`config.mk`:
```
export PLATFORM = sky130hd
export DESIGN_NAME = bsg_ring_tracker_flat
export DESIGN_NICKNAME = d
export VERILOG_FILES = /design/src/rtl/bsg_ring_tracker_pkg.sv /design/src/rtl/bsg_ring_tracker_if.sv /design/src/rtl/bsg_circular_ptr_ar.sv /design/src/rtl/bsg_ring_tracker.sv /design/src/flat_wrapper.sv
export SDC_FILE = /design/constraint.sdc
export NUM_CORES = 1
export LEC_CHECK = 0
export ABC_CLOCK_PERIOD_IN_PS = 3530
export CAP_MARGIN = 20
export CORE_ASPECT_RATIO = 0.75
export CORE_MARGIN = 10
export CORE_UTILIZATION = 40
export CTS_BUF_LIST = sky130_fd_sc_hd__clkbuf_8
export DETAILED_ROUTE_END_ITERATION = 12
export PLACE_DENSITY_LB_ADDON = 0.3
export SLEW_MARGIN = 5
export SYNTH_ARGS = -nofsm -noshare
export SYNTH_HDL_FRONTEND = slang
export SYNTH_SLANG_ARGS = --single-unit
```
`constraint.sdc`:
```
create_clock -name clk -period 3.53 [get_ports clk]
set_input_delay 0.706 -clock clk [delete_from_list [all_inputs] [get_ports clk]]
set_output_delay 0.706 -clock clk [all_outputs]
set_load 0.02 [all_outputs]
```
`src/rtl/bsg_ring_tracker_pkg.sv`:
```
// Shared helpers for the ring tracker slice: width helpers used by the
// interface, the top and the circular pointer.
package bsg_ring_tracker_pkg;

    // clog2 that never returns 0, so a 1-slot ring still has a 1-bit pointer.
    function automatic int safe_clog2(input int x);
        return (x <= 1) ? 1 : $clog2(x);
    endfunction

    function automatic int count_width(input int x);
        return $clog2(x + 1);
    endfunction

endpackage

```
`src/rtl/bsg_ring_tracker_if.sv`:
```
// Reserve/release handshake and registered status of the ring tracker.
interface bsg_ring_tracker_if
#(
    parameter int slots_p   = 8,
    parameter int max_enq_p = 2,
    parameter int max_deq_p = 2
);
    import bsg_ring_tracker_pkg::*;

    localparam int ptr_width_lp = safe_clog2(slots_p);
    localparam int cnt_width_lp = count_width(slots_p);
    localparam int enq_width_lp = count_width(max_enq_p);
    localparam int deq_width_lp = count_width(max_deq_p);

    logic                    enq_v_i;
    logic [enq_width_lp-1:0] enq_cnt_i;
    logic                    enq_accept_o;
    logic                    deq_v_i;
    logic [deq_width_lp-1:0] deq_cnt_i;
    logic                    deq_accept_o;
    logic                    flush_i;
    logic [ptr_width_lp-1:0] wptr_o;
    logic [ptr_width_lp-1:0] rptr_o;
    logic [cnt_width_lp-1:0] count_o;
    logic                    full_o;
    logic                    empty_o;

    modport master (
        output enq_v_i, enq_cnt_i, deq_v_i, deq_cnt_i, flush_i,
        input  enq_accept_o, deq_accept_o, wptr_o, rptr_o, count_o, full_o, empty_o
    );

    modport slave (
        input  enq_v_i, enq_cnt_i, deq_v_i, deq_cnt_i, flush_i,
        output enq_accept_o, deq_accept_o, wptr_o, rptr_o, count_o, full_o, empty_o
    );

endinterface

```
`src/rtl/bsg_circular_ptr_ar.sv`:
```
// Modulo-slots_p pointer with a multi-step add input; exposes the current
// and the next pointer value.
module bsg_circular_ptr_ar
    import bsg_ring_tracker_pkg::*;
#(
    parameter int  slots_p      = 8,
    parameter int  max_add_p    = 1,
    localparam int ptr_width_lp = safe_clog2(slots_p),
    localparam int add_width_lp = count_width(max_add_p)
)
(
    input  logic                    clk,
    input  logic                    reset_i,
    input  logic [add_width_lp-1:0] add_i,
    output logic [ptr_width_lp-1:0] ptr_o,
    output logic [ptr_width_lp-1:0] ptr_n_o
);

    logic [ptr_width_lp-1:0] ptr_r;

    generate
        if ((slots_p & (slots_p - 1)) == 0) begin : g_pow2
            // Natural binary rollover is the modulo.
            assign ptr_n_o = ptr_r + ptr_width_lp'(add_i);
        end else begin : g_npow2
            logic [ptr_width_lp:0]   sum;
            logic [ptr_width_lp-1:0] ptr_wrap;

            // Both candidates are formed in parallel; the compare only selects.
            assign sum      = (ptr_width_lp+1)'(ptr_r) + (ptr_width_lp+1)'(add_i);
            assign ptr_wrap = ptr_width_lp'(sum - (ptr_width_lp+1)'(slots_p));
            assign ptr_n_o  = (sum >= (ptr_width_lp+1)'(slots_p)) ? ptr_wrap
                                                                  : sum[ptr_width_lp-1:0];
        end
    endgenerate

    always_ff @(posedge clk or posedge reset_i) begin
        if (reset_i) begin
            ptr_r <= '0;
        end else begin
            ptr_r <= ptr_n_o;
        end
    end

    assign ptr_o = ptr_r;

endmodule

```
`src/rtl/bsg_ring_tracker.sv`:
```
// Occupancy tracker for a circular buffer: all-or-nothing reservation and
// release of slot groups, plus flush of every occupied slot.
module bsg_ring_tracker
    import bsg_ring_tracker_pkg::*;
#(
    parameter int slots_p   = 8,
    parameter int max_enq_p = 2,
    parameter int max_deq_p = 2
)
(
    input  logic              clk,
    input  logic              reset_i,
    bsg_ring_tracker_if.slave ring
);

    localparam int ptr_width_lp = safe_clog2(slots_p);
    localparam int cnt_width_lp = count_width(slots_p);
    localparam int enq_width_lp = count_width(max_enq_p);
    localparam int deq_width_lp = count_width(max_deq_p);

    logic [cnt_width_lp-1:0] count_r;
    logic [cnt_width_lp-1:0] free_slots;
    logic [cnt_width_lp:0]   count_n;
    logic                    enq_accept;
    logic                    deq_accept;
    logic [enq_width_lp-1:0] wptr_add;
    logic [deq_width_lp-1:0] deq_add;
    logic [cnt_width_lp-1:0] rptr_add;
    logic [ptr_width_lp-1:0] wptr, rptr, wptr_n, rptr_n;

    assign free_slots = cnt_width_lp'(slots_p) - count_r;

    // Reset is folded in so nothing is reported accepted while held in reset.
    assign enq_accept = ring.enq_v_i & ~ring.flush_i & ~reset_i
                      & (cnt_width_lp'(ring.enq_cnt_i) <= free_slots);
    assign deq_accept = ring.deq_v_i & ~ring.flush_i & ~reset_i
                      & (cnt_width_lp'(ring.deq_cnt_i) <= count_r);

    assign wptr_add = enq_accept ? ring.enq_cnt_i : '0;
    assign deq_add  = deq_accept ? ring.deq_cnt_i : '0;

    // wptr == rptr + count (mod slots) always holds, so advancing rptr by
    // count_r lands it on wptr without a separate load path.
    assign rptr_add = ring.flush_i ? count_r : cnt_width_lp'(deq_add);

    assign count_n = (cnt_width_lp+1)'(count_r)
                   + (cnt_width_lp+1)'(wptr_add)
                   - (cnt_width_lp+1)'(deq_add);

    always_ff @(posedge clk or posedge reset_i) begin
        if (reset_i) begin
            count_r <= '0;
        end else if (ring.flush_i) begin
            count_r <= '0;
        end else begin
            count_r <= count_n[cnt_width_lp-1:0];
        end
    end

    bsg_circular_ptr_ar #(.slots_p(slots_p), .max_add_p(max_enq_p)) wptr_ptr (
        .clk     (clk),
        .reset_i (reset_i),
        .add_i   (wptr_add),
        .ptr_o   (wptr),
        .ptr_n_o (wptr_n)
    );

    bsg_circular_ptr_ar #(.slots_p(slots_p), .max_add_p(slots_p)) rptr_ptr (
        .clk     (clk),
        .reset_i (reset_i),
        .add_i   (rptr_add),
        .ptr_o   (rptr),
        .ptr_n_o (rptr_n)
    );

    assign ring.enq_accept_o = enq_accept;
    assign ring.deq_accept_o = deq_accept;
    assign ring.wptr_o       = wptr;
    assign ring.rptr_o       = rptr;
    assign ring.count_o      = count_r;
    assign ring.full_o       = (count_r == cnt_width_lp'(slots_p));
    assign ring.empty_o      = (count_r == '0);

    // Simulation-only sanity checks; synthesis ignores concurrent assertions.
    a_count_range : assert property (@(posedge clk) disable iff (reset_i)
        count_r <= cnt_width_lp'(slots_p));
    a_count_next_range : assert property (@(posedge clk) disable iff (reset_i)
        count_n <= (cnt_width_lp+1)'(slots_p));
    a_enq_cnt_max : assert property (@(posedge clk) disable iff (reset_i)
        ring.enq_v_i |-> (ring.enq_cnt_i <= enq_width_lp'(max_enq_p)));
    a_deq_cnt_max : assert property (@(posedge clk) disable iff (reset_i)
        ring.deq_v_i |-> (ring.deq_cnt_i <= deq_width_lp'(max_deq_p)));
    a_ptr_next_range : assert property (@(posedge clk) disable iff (reset_i)
        (int'(wptr_n) < slots_p) && (int'(rptr_n) < slots_p));

endmodule
```
`src/flat_wrapper.sv`:
```
// flat-port wrapper written by rule: the top's interface ports become plain ports
module bsg_ring_tracker_flat import bsg_ring_tracker_pkg::*;
#(
    parameter int slots_p   = 8,
    parameter int max_enq_p = 2,
    parameter int max_deq_p = 2
)
  (clk, reset_i, ring_enq_v_i, ring_enq_cnt_i, ring_deq_v_i, ring_deq_cnt_i, ring_flush_i, ring_enq_accept_o, ring_deq_accept_o, ring_wptr_o, ring_rptr_o, ring_count_o, ring_full_o, ring_empty_o);
  bsg_ring_tracker_if #(.slots_p(slots_p), .max_enq_p(max_enq_p), .max_deq_p(max_deq_p)) ring_i ();
  input  logic clk;
  input  logic reset_i;
  input wire logic [$bits(ring_i.enq_v_i)-1:0] ring_enq_v_i;
  input wire logic [$bits(ring_i.enq_cnt_i)-1:0] ring_enq_cnt_i;
  input wire logic [$bits(ring_i.deq_v_i)-1:0] ring_deq_v_i;
  input wire logic [$bits(ring_i.deq_cnt_i)-1:0] ring_deq_cnt_i;
  input wire logic [$bits(ring_i.flush_i)-1:0] ring_flush_i;
  output wire logic [$bits(ring_i.enq_accept_o)-1:0] ring_enq_accept_o;
  output wire logic [$bits(ring_i.deq_accept_o)-1:0] ring_deq_accept_o;
  output wire logic [$bits(ring_i.wptr_o)-1:0] ring_wptr_o;
  output wire logic [$bits(ring_i.rptr_o)-1:0] ring_rptr_o;
  output wire logic [$bits(ring_i.count_o)-1:0] ring_count_o;
  output wire logic [$bits(ring_i.full_o)-1:0] ring_full_o;
  output wire logic [$bits(ring_i.empty_o)-1:0] ring_empty_o;
  assign ring_i.enq_v_i = ring_enq_v_i;
  assign ring_i.enq_cnt_i = ring_enq_cnt_i;
  assign ring_i.deq_v_i = ring_deq_v_i;
  assign ring_i.deq_cnt_i = ring_deq_cnt_i;
  assign ring_i.flush_i = ring_flush_i;
  assign ring_enq_accept_o = ring_i.enq_accept_o;
  assign ring_deq_accept_o = ring_i.deq_accept_o;
  assign ring_wptr_o = ring_i.wptr_o;
  assign ring_rptr_o = ring_i.rptr_o;
  assign ring_count_o = ring_i.count_o;
  assign ring_full_o = ring_i.full_o;
  assign ring_empty_o = ring_i.empty_o;
  bsg_ring_tracker #(.slots_p(slots_p), .max_enq_p(max_enq_p), .max_deq_p(max_deq_p)) u_core (.clk(clk), .reset_i(reset_i), .ring(ring_i));
endmodule
```
==> results of run 1 <==
through the flow:
step,hold slack [ns],instance area (um2),util (%)
2_1_floorplan,0.546,821,-
6_report,0.460,1160,58.5
4_1_cts,0.463,1160,58.5
3_3_place_gp,0.453,1100,55.8
5_1_grt,0.503,1160,58.5
3_5_place_dp,0.453,1100,55.8
worst paths after layout:
path,endpoint,slack [ns],cells past startpoint
setup / recovery,ring_deq_accept_o,0.17,7
hold / removal,u_core.wptr_ptr.ptr_o[2],0.46,1
setup reg to reg,u_core.ring.count_o[3],0.33,13
hold reg to reg,u_core.wptr_ptr.ptr_o[2],0.46,1
max in group asynchronous,u_core.rptr_ptr.ptr_o[0],2.46,2
min in group asynchronous,u_core.ring.count_o[0],0.78,2
cells in the final DEF (no fill, tap or decap), types with 4 or more instances in the layout:
cell and n:
dfrtp_1 10, clkdlybuf4s50_1 22, nand2_1 6, ha_1 13, xnor2_1 4, nor2_1 4
buf_4 5, clkbuf_8 4, inv_1 14, fa_1 4, nor2b_1 4
registers in the layout, summed over array words and instances, names as in the netlist:
signal / cells
u_core.ring.count_o: 4
u_core.rptr_ptr.ptr_o: 3
u_core.wptr_ptr.ptr_o: 3
area by class of cell:
type / instances / area (um2)
well taps: 24 / 30.0
clock buffers: 4 / 55.1
multi-input cells: 55 / 513
inverters: 14 / 52.6
fillers: 182 / 821
repair buffers: 27 / 258
flip-flops and latches: 10 / 250
layer usage:
metal	routed length (um)	vias up	GRT usage, %
met5	0	-	0
met4	52	0	5.79
met3	155	7	3.85
met2	914	22	16.8
met1	864	309	12.3
li1	-	321	-
power by group through the flow:
stage | Sequential, uW | Combinational, uW | Clock (uW)
2_1_floorplan | 267 | 258 | 0
3_3_place_gp | 210 | 526 | 0
3_5_place_dp | 212 | 544 | 0
4_1_cts | 211 | 550 | 152
5_1_grt | 220 | 600 | 156
6_report | 210 | 538 | 150
cell families (layout without fill, tap and decap cells):
family | Yosys count | in the layout | synth area share, %
compound gates | 10 | 10 | 12.0
xor+xnor | 6 | 6 | 6.40
fa+ha+maj | 17 | 17 | 29.6
buf+inv | 15 | 45 | 7.01
flops | 10 | 10 | 30.5
mux | 1 | 1 | 1.37
simple gates | 21 | 21 | 13.1
==> impl_metrics.py, run 1 <==
metrics = {
    "pwr": {
        "power_frac_clock_pct": 16.7,
        "internal_power_uw": 535,
        "seq_power_share_pct": 23.3,
        "leakagePower_uw": 0.000560,
        "combPwrFrac_pct": 59.9,
        "irDropWorstVdd_uv": 481,
        "p_sw_share_pct": 40.4,
        "p_per_area_mw_per_mm2": 775,
        "p_total_uw": 898,
        "net-switching-power_uw": 362,
    },
    "run": {
        "maxCapViolations": 0,
    },
    "floorplanning": {
        "die_h_um": 59.2,
        "ios": 23,
        "dieArea_mm2": 0.00428,
        "design.core.area_mm2": 0.00198,
        "start_util_pct": 41.5,
        "rows": 14,
        "die_w_um": 72.3,
    },
    "timing": {
        "timing.fmax_mhz": 298,
        "period_minus_slack_ns": 3.36,
        "clock_skew_ns": 0.00407,
        "slew_headroom_pct": 72.5,
        "rsz0062_at_grt": "false",
        "layout_setup_ws_ns": 0.172,
        "worst_slew_pin_slew_ns": 0.413,
        "fin_crit_sh_pct": 95.1,
        "finalSetupTns_ns": 0,
        "finalHoldViolations": 0,
        "maxSlewViolCount": 0,
        "setup_viol": 0,
    },
    "grt": {
        "grtUsageTotal_pct": 10.6,
        "grt_antenna_before_repair": 0,
        "globalRouteOverflowTotal": 0,
        "grt_pass1_wl_um": 3510,
        "grt_pass1_vias": 714,
        "grt_max_degree": 11,
    },
    "critical_path": {
        "crit_arrival_ns": 2.65,
        "required_ns": 2.82,
        "path_common_cell": "clkdlybuf4s50_1",
        "start_kind": "primary input",
        "cp_top_family": "buffers and inverters",
        "startpoint": "ring_deq_cnt_i[1]",
        "critical_path_class": "in -> out",
        "crit_chain": "clkdlybuf4s50_1 -> ha_1 -> nor2b_1 -> o211a_1 -> buf_4 -> nor2_1 -> clkdlybuf4s50_1",
        "crit_path_max_fanout": 4,
        "cp_num_buf_inv": 3,
        "critPathMaxStageDelay_ns": 0.62,
        "worst_path_max_delay_cell": "clkdlybuf4s50_1",
        "worstSetupEndpointType": "primary output",
        "rr_startpoint": "u_core.ring.count_o[1]",
    },
    "route": {
        "wl_um": 1990,
        "first_pass_iters": 4,
        "vias": 659,
        "via_per_inst": 4.92,
        "drc": 0,
        "wire_per_inst_um": 14.8,
        "first_iter_violations": 32,
        "ant_nets": 0,
    },
    "yosys": {
        "synth_cell_types": 24,
        "synthCells": 80,
        "synth_ff_type": "dfrtp_1",
        "synth_edf_count": 0,
        "yosysTopAreaCellShare_pct": 30.5,
        "synth_top_area_cell": "dfrtp_1",
        "netlist_top_cells_count": "inv_1 (14), ha_1 (13), dfrtp_1 (10)",
        "avgSynthCellArea_um2": 10.3,
        "synth_warnings": 0,
        "syn_nets": 106,
        "seq_area_frac_synth_pct": 30.5,
        "async_reset_ff_share_pct": 100,
        "synth_area_um2": 821,
        "ys_ff_latch": 10,
        "synth.most_common_cell": "inv_1",
        "synth.area.top_cells": "dfrtp_1 (30%), ha_1 (20%), fa_1 (9.8%)",
    },
    "placed_design": {
        "dp_hpwl_um": 1620,
        "place.gp.congestion": 0.770,
        "dp_slack_ns": -0.00575,
        "dp_cells": 130,
        "port_buffers": 22,
    },
    "clocking": {
        "cts_resized": 0,
        "cts_setup_buffers": 0,
        "clk_path_buf_depth": 2,
        "cts_tree": "built",
        "worstSkewPairLatency_ns": 0.24,
        "cts.htree.levels": 1,
        "clock-sinks": 10,
        "clkTransAtPathRegs_ns": 0.05,
        "cts_inserted_buffers": 3,
        "clock_tree.root_cell": "clkbuf_8",
        "hold_buffers": 0,
    },
    "finish": {
        "drive_above_1_share_pct": 11.8,
        "stdcell_count": 134,
        "layout.nets": 137,
        "diodes": 0,
        "area_growth_pct": 41.2,
    },
    "status": {
        "status": "finished clean",
    },
    "min_path": {
        "holdCritStartpoint": "u_core.wptr_ptr.ptr_o[2]",
        "min_path_type": "reg -> reg",
    },
}
No activity file was read; power rests on OpenSTA's default activity.
==> run 2: changes to the inputs <==
Settings changed: ABC_CLOCK_PERIOD_IN_PS 3530 to unset, SKIP_CTS_REPAIR_TIMING set to 1.
Clock period 3.53 ns to 3.9 ns, I/O delays scaled along.
==> run 2 against run 1 <==
Effect of this change: power fell by 17%; sequential share of layout area rose by 0.85 points; sequential cell count did not move; first-iteration DRC count fell by 25%; final cell count fell by 3.7%; sequential power fell by 9%; combinational power fell by 16%; wire length fell by 13%; hold slack improved by 0.0015 ns; non-clock buffer count fell by 4; clock skew fell by 0.00090 ns; highest routed layer unchanged.
==> impl_metrics.py, run 2 (synthesis results as in run 1) <==
metrics = {
    "timing": {
        "period_minus_slack_ns": 3.46,
        "worst_slew_pin_slew_ns": 0.395,
        "fin_crit_sh_pct": 88.7,
        "finalHoldViolations": 0,
        "timing.fmax_mhz": 289,
        "slew_headroom_pct": 73.7,
        "fin_hold_ws_ns": 0.462,
        "setup_viol": 0,
        "clock_skew_ns": 0.00317,
        "maxSlewViolCount": 0,
        "finalSetupTns_ns": 0,
        "rsz0062_at_grt": "false",
    },
    "route": {
        "vias": 610,
        "first_pass_iters": 4,
        "wl_um": 1740,
        "ant_nets": 0,
        "via_per_inst": 4.73,
        "wire_per_inst_um": 13.5,
        "drc": 0,
        "first_iter_violations": 24,
    },
    "min_path": {
        "min_path_type": "reg -> reg",
        "hold_path_depth": 1,
    },
    "clocking": {
        "clock_tree.root_cell": "clkbuf_8",
        "clock-sinks": 10,
        "cts_inserted_buffers": 3,
        "clkTransAtPathRegs_ns": 0.04,
        "worstSkewPairLatency_ns": 0.23,
        "cts.htree.levels": 1,
        "cts_tree": "built",
        "clk_path_buf_depth": 2,
    },
    "grt": {
        "grt_pass1_vias": 645,
        "grt_antenna_before_repair": 0,
        "globalRouteOverflowTotal": 0,
        "grtUsageTotal_pct": 9.06,
        "grt_pass1_wl_um": 2940,
        "grt_max_degree": 11,
    },
    "placed_design": {
        "port_buffers": 22,
        "place.gp.congestion": 0.822,
        "dp_hpwl_um": 1460,
    },
    "floorplanning": {
        "die_w_um": 72.3,
        "dieArea_mm2": 0.00428,
        "die_h_um": 59.2,
        "rows": 14,
        "start_util_pct": 41.5,
        "ios": 23,
        "design.core.area_mm2": 0.00198,
    },
    "critical_path": {
        "required_ns": 4.01,
        "rr_startpoint": "u_core.ring.count_o[0]",
        "startpoint": "ring_enq_cnt_i[1]",
        "r2r_end": "u_core.ring.count_o[3]",
        "start_kind": "primary input",
        "ff2ff_setup_slack_ns": 0.55,
        "crit_path_max_fanout": 4,
        "timing.critical_path.to": "u_core.ring.count_o[3]",
        "crit_arrival_ns": 3.57,
        "worstSetupEndpointType": "flip-flop",
        "critical_path_class": "in -> reg",
        "rr_worst_depth": 13,
    },
    "finish": {
        "area_growth_pct": 35.8,
        "largest_reg_flops": 4,
        "diodes": 0,
        "layout.nets": 133,
        "drive_above_1_share_pct": 7.62,
        "mostFrequentLayoutCells": "clkdlybuf4s50_1 (22), inv_1 (14), ha_1 (13)",
        "mostFrequentLayoutCell": "clkdlybuf4s50_1",
    },
    "pwr": {
        "p_per_area_mw_per_mm2": 670,
        "p_total_uw": 747,
        "irDropWorstVdd_uv": 507,
        "leakagePower_uw": 0.000533,
    },
    "status": {
        "status": "finished clean",
    },
    "run": {
        "maxCapViolations": 0,
    },
}
-- run 2: worst max-delay path: stages --
cell,delay [ns]
clkdlybuf4s50_1,0.43
ha_1,0.35
nand2b_1,0.11
a221oi_4,0.30
a21bo_1,0.20
fa_1,0.42
inv_1,0.11
ha_1,0.24
a21o_1,0.15
a21oi_1,0.15
mux2_2,0.34
-- run 2: layer usage --
layer,GRT usage [%],up-vias,part of all wire (%)
met5,0,-,0
met4,3.31,0,1.3
met3,6.03,2,12
met2,13.3,22,42
met1,10.2,272,44
li1,-,314,-
-- run 2: worst min-delay path by stage --
stage | start | slack (ns) | to
floorplan | u_core.wptr_ptr.ptr_o[2] | 0.57 | u_core.wptr_ptr.ptr_o[2]
CTS | u_core.wptr_ptr.ptr_o[2] | 0.46 | u_core.wptr_ptr.ptr_o[2]
global placement | u_core.wptr_ptr.ptr_o[2] | 0.45 | u_core.wptr_ptr.ptr_o[2]
global route | u_core.wptr_ptr.ptr_o[2] | 0.49 | u_core.wptr_ptr.ptr_o[2]
detailed placement | u_core.wptr_ptr.ptr_o[2] | 0.46 | u_core.wptr_ptr.ptr_o[2]
finish | u_core.wptr_ptr.ptr_o[2] | 0.46 | u_core.wptr_ptr.ptr_o[2]
-- run 2: power by group --
| part | leakage, uW | switching (uW) | internal (uW) |
|---|---|---|---|
| combinational | 0.000387 | 230 | 224 |
| sequential | 0.000124 | 42.5 | 150 |
| clock | 0.0000216 | 34.5 | 67.1 |
| total | 0.000533 | 307 | 441 |
-- run 2: through the flow --
step | setup WS [ns] | util [%] | instance area, um2 | std cells
6_report | 0.442 | 56.3 | 1110 | 129
5_1_grt | 0.294 | 56.3 | 1110 | 129
4_1_cts | 0.436 | 56.3 | 1110 | 129
3_5_place_dp | 0.186 | 54.2 | 1070 | 126
3_3_place_gp | 0.241 | 54.2 | 1070 | 126
2_1_floorplan | 0.651 | - | 821 | 80
-- run 2: final cells by class --
type | instances | area [um2]
inverters | 14 | 52.6
fillers | 180 | 865
well taps | 24 | 30.0
clock buffers | 3 | 41.3
repair buffers | 23 | 228
flip-flops and latches | 10 | 250
multi-input cells | 55 | 513
==> run 3: changes to the inputs <==
Settings changed: SKIP_CTS_REPAIR_TIMING 1 to unset.
==> results of run 3 <==
No change in the layout: final DEF, timing and power equal those of run 2.
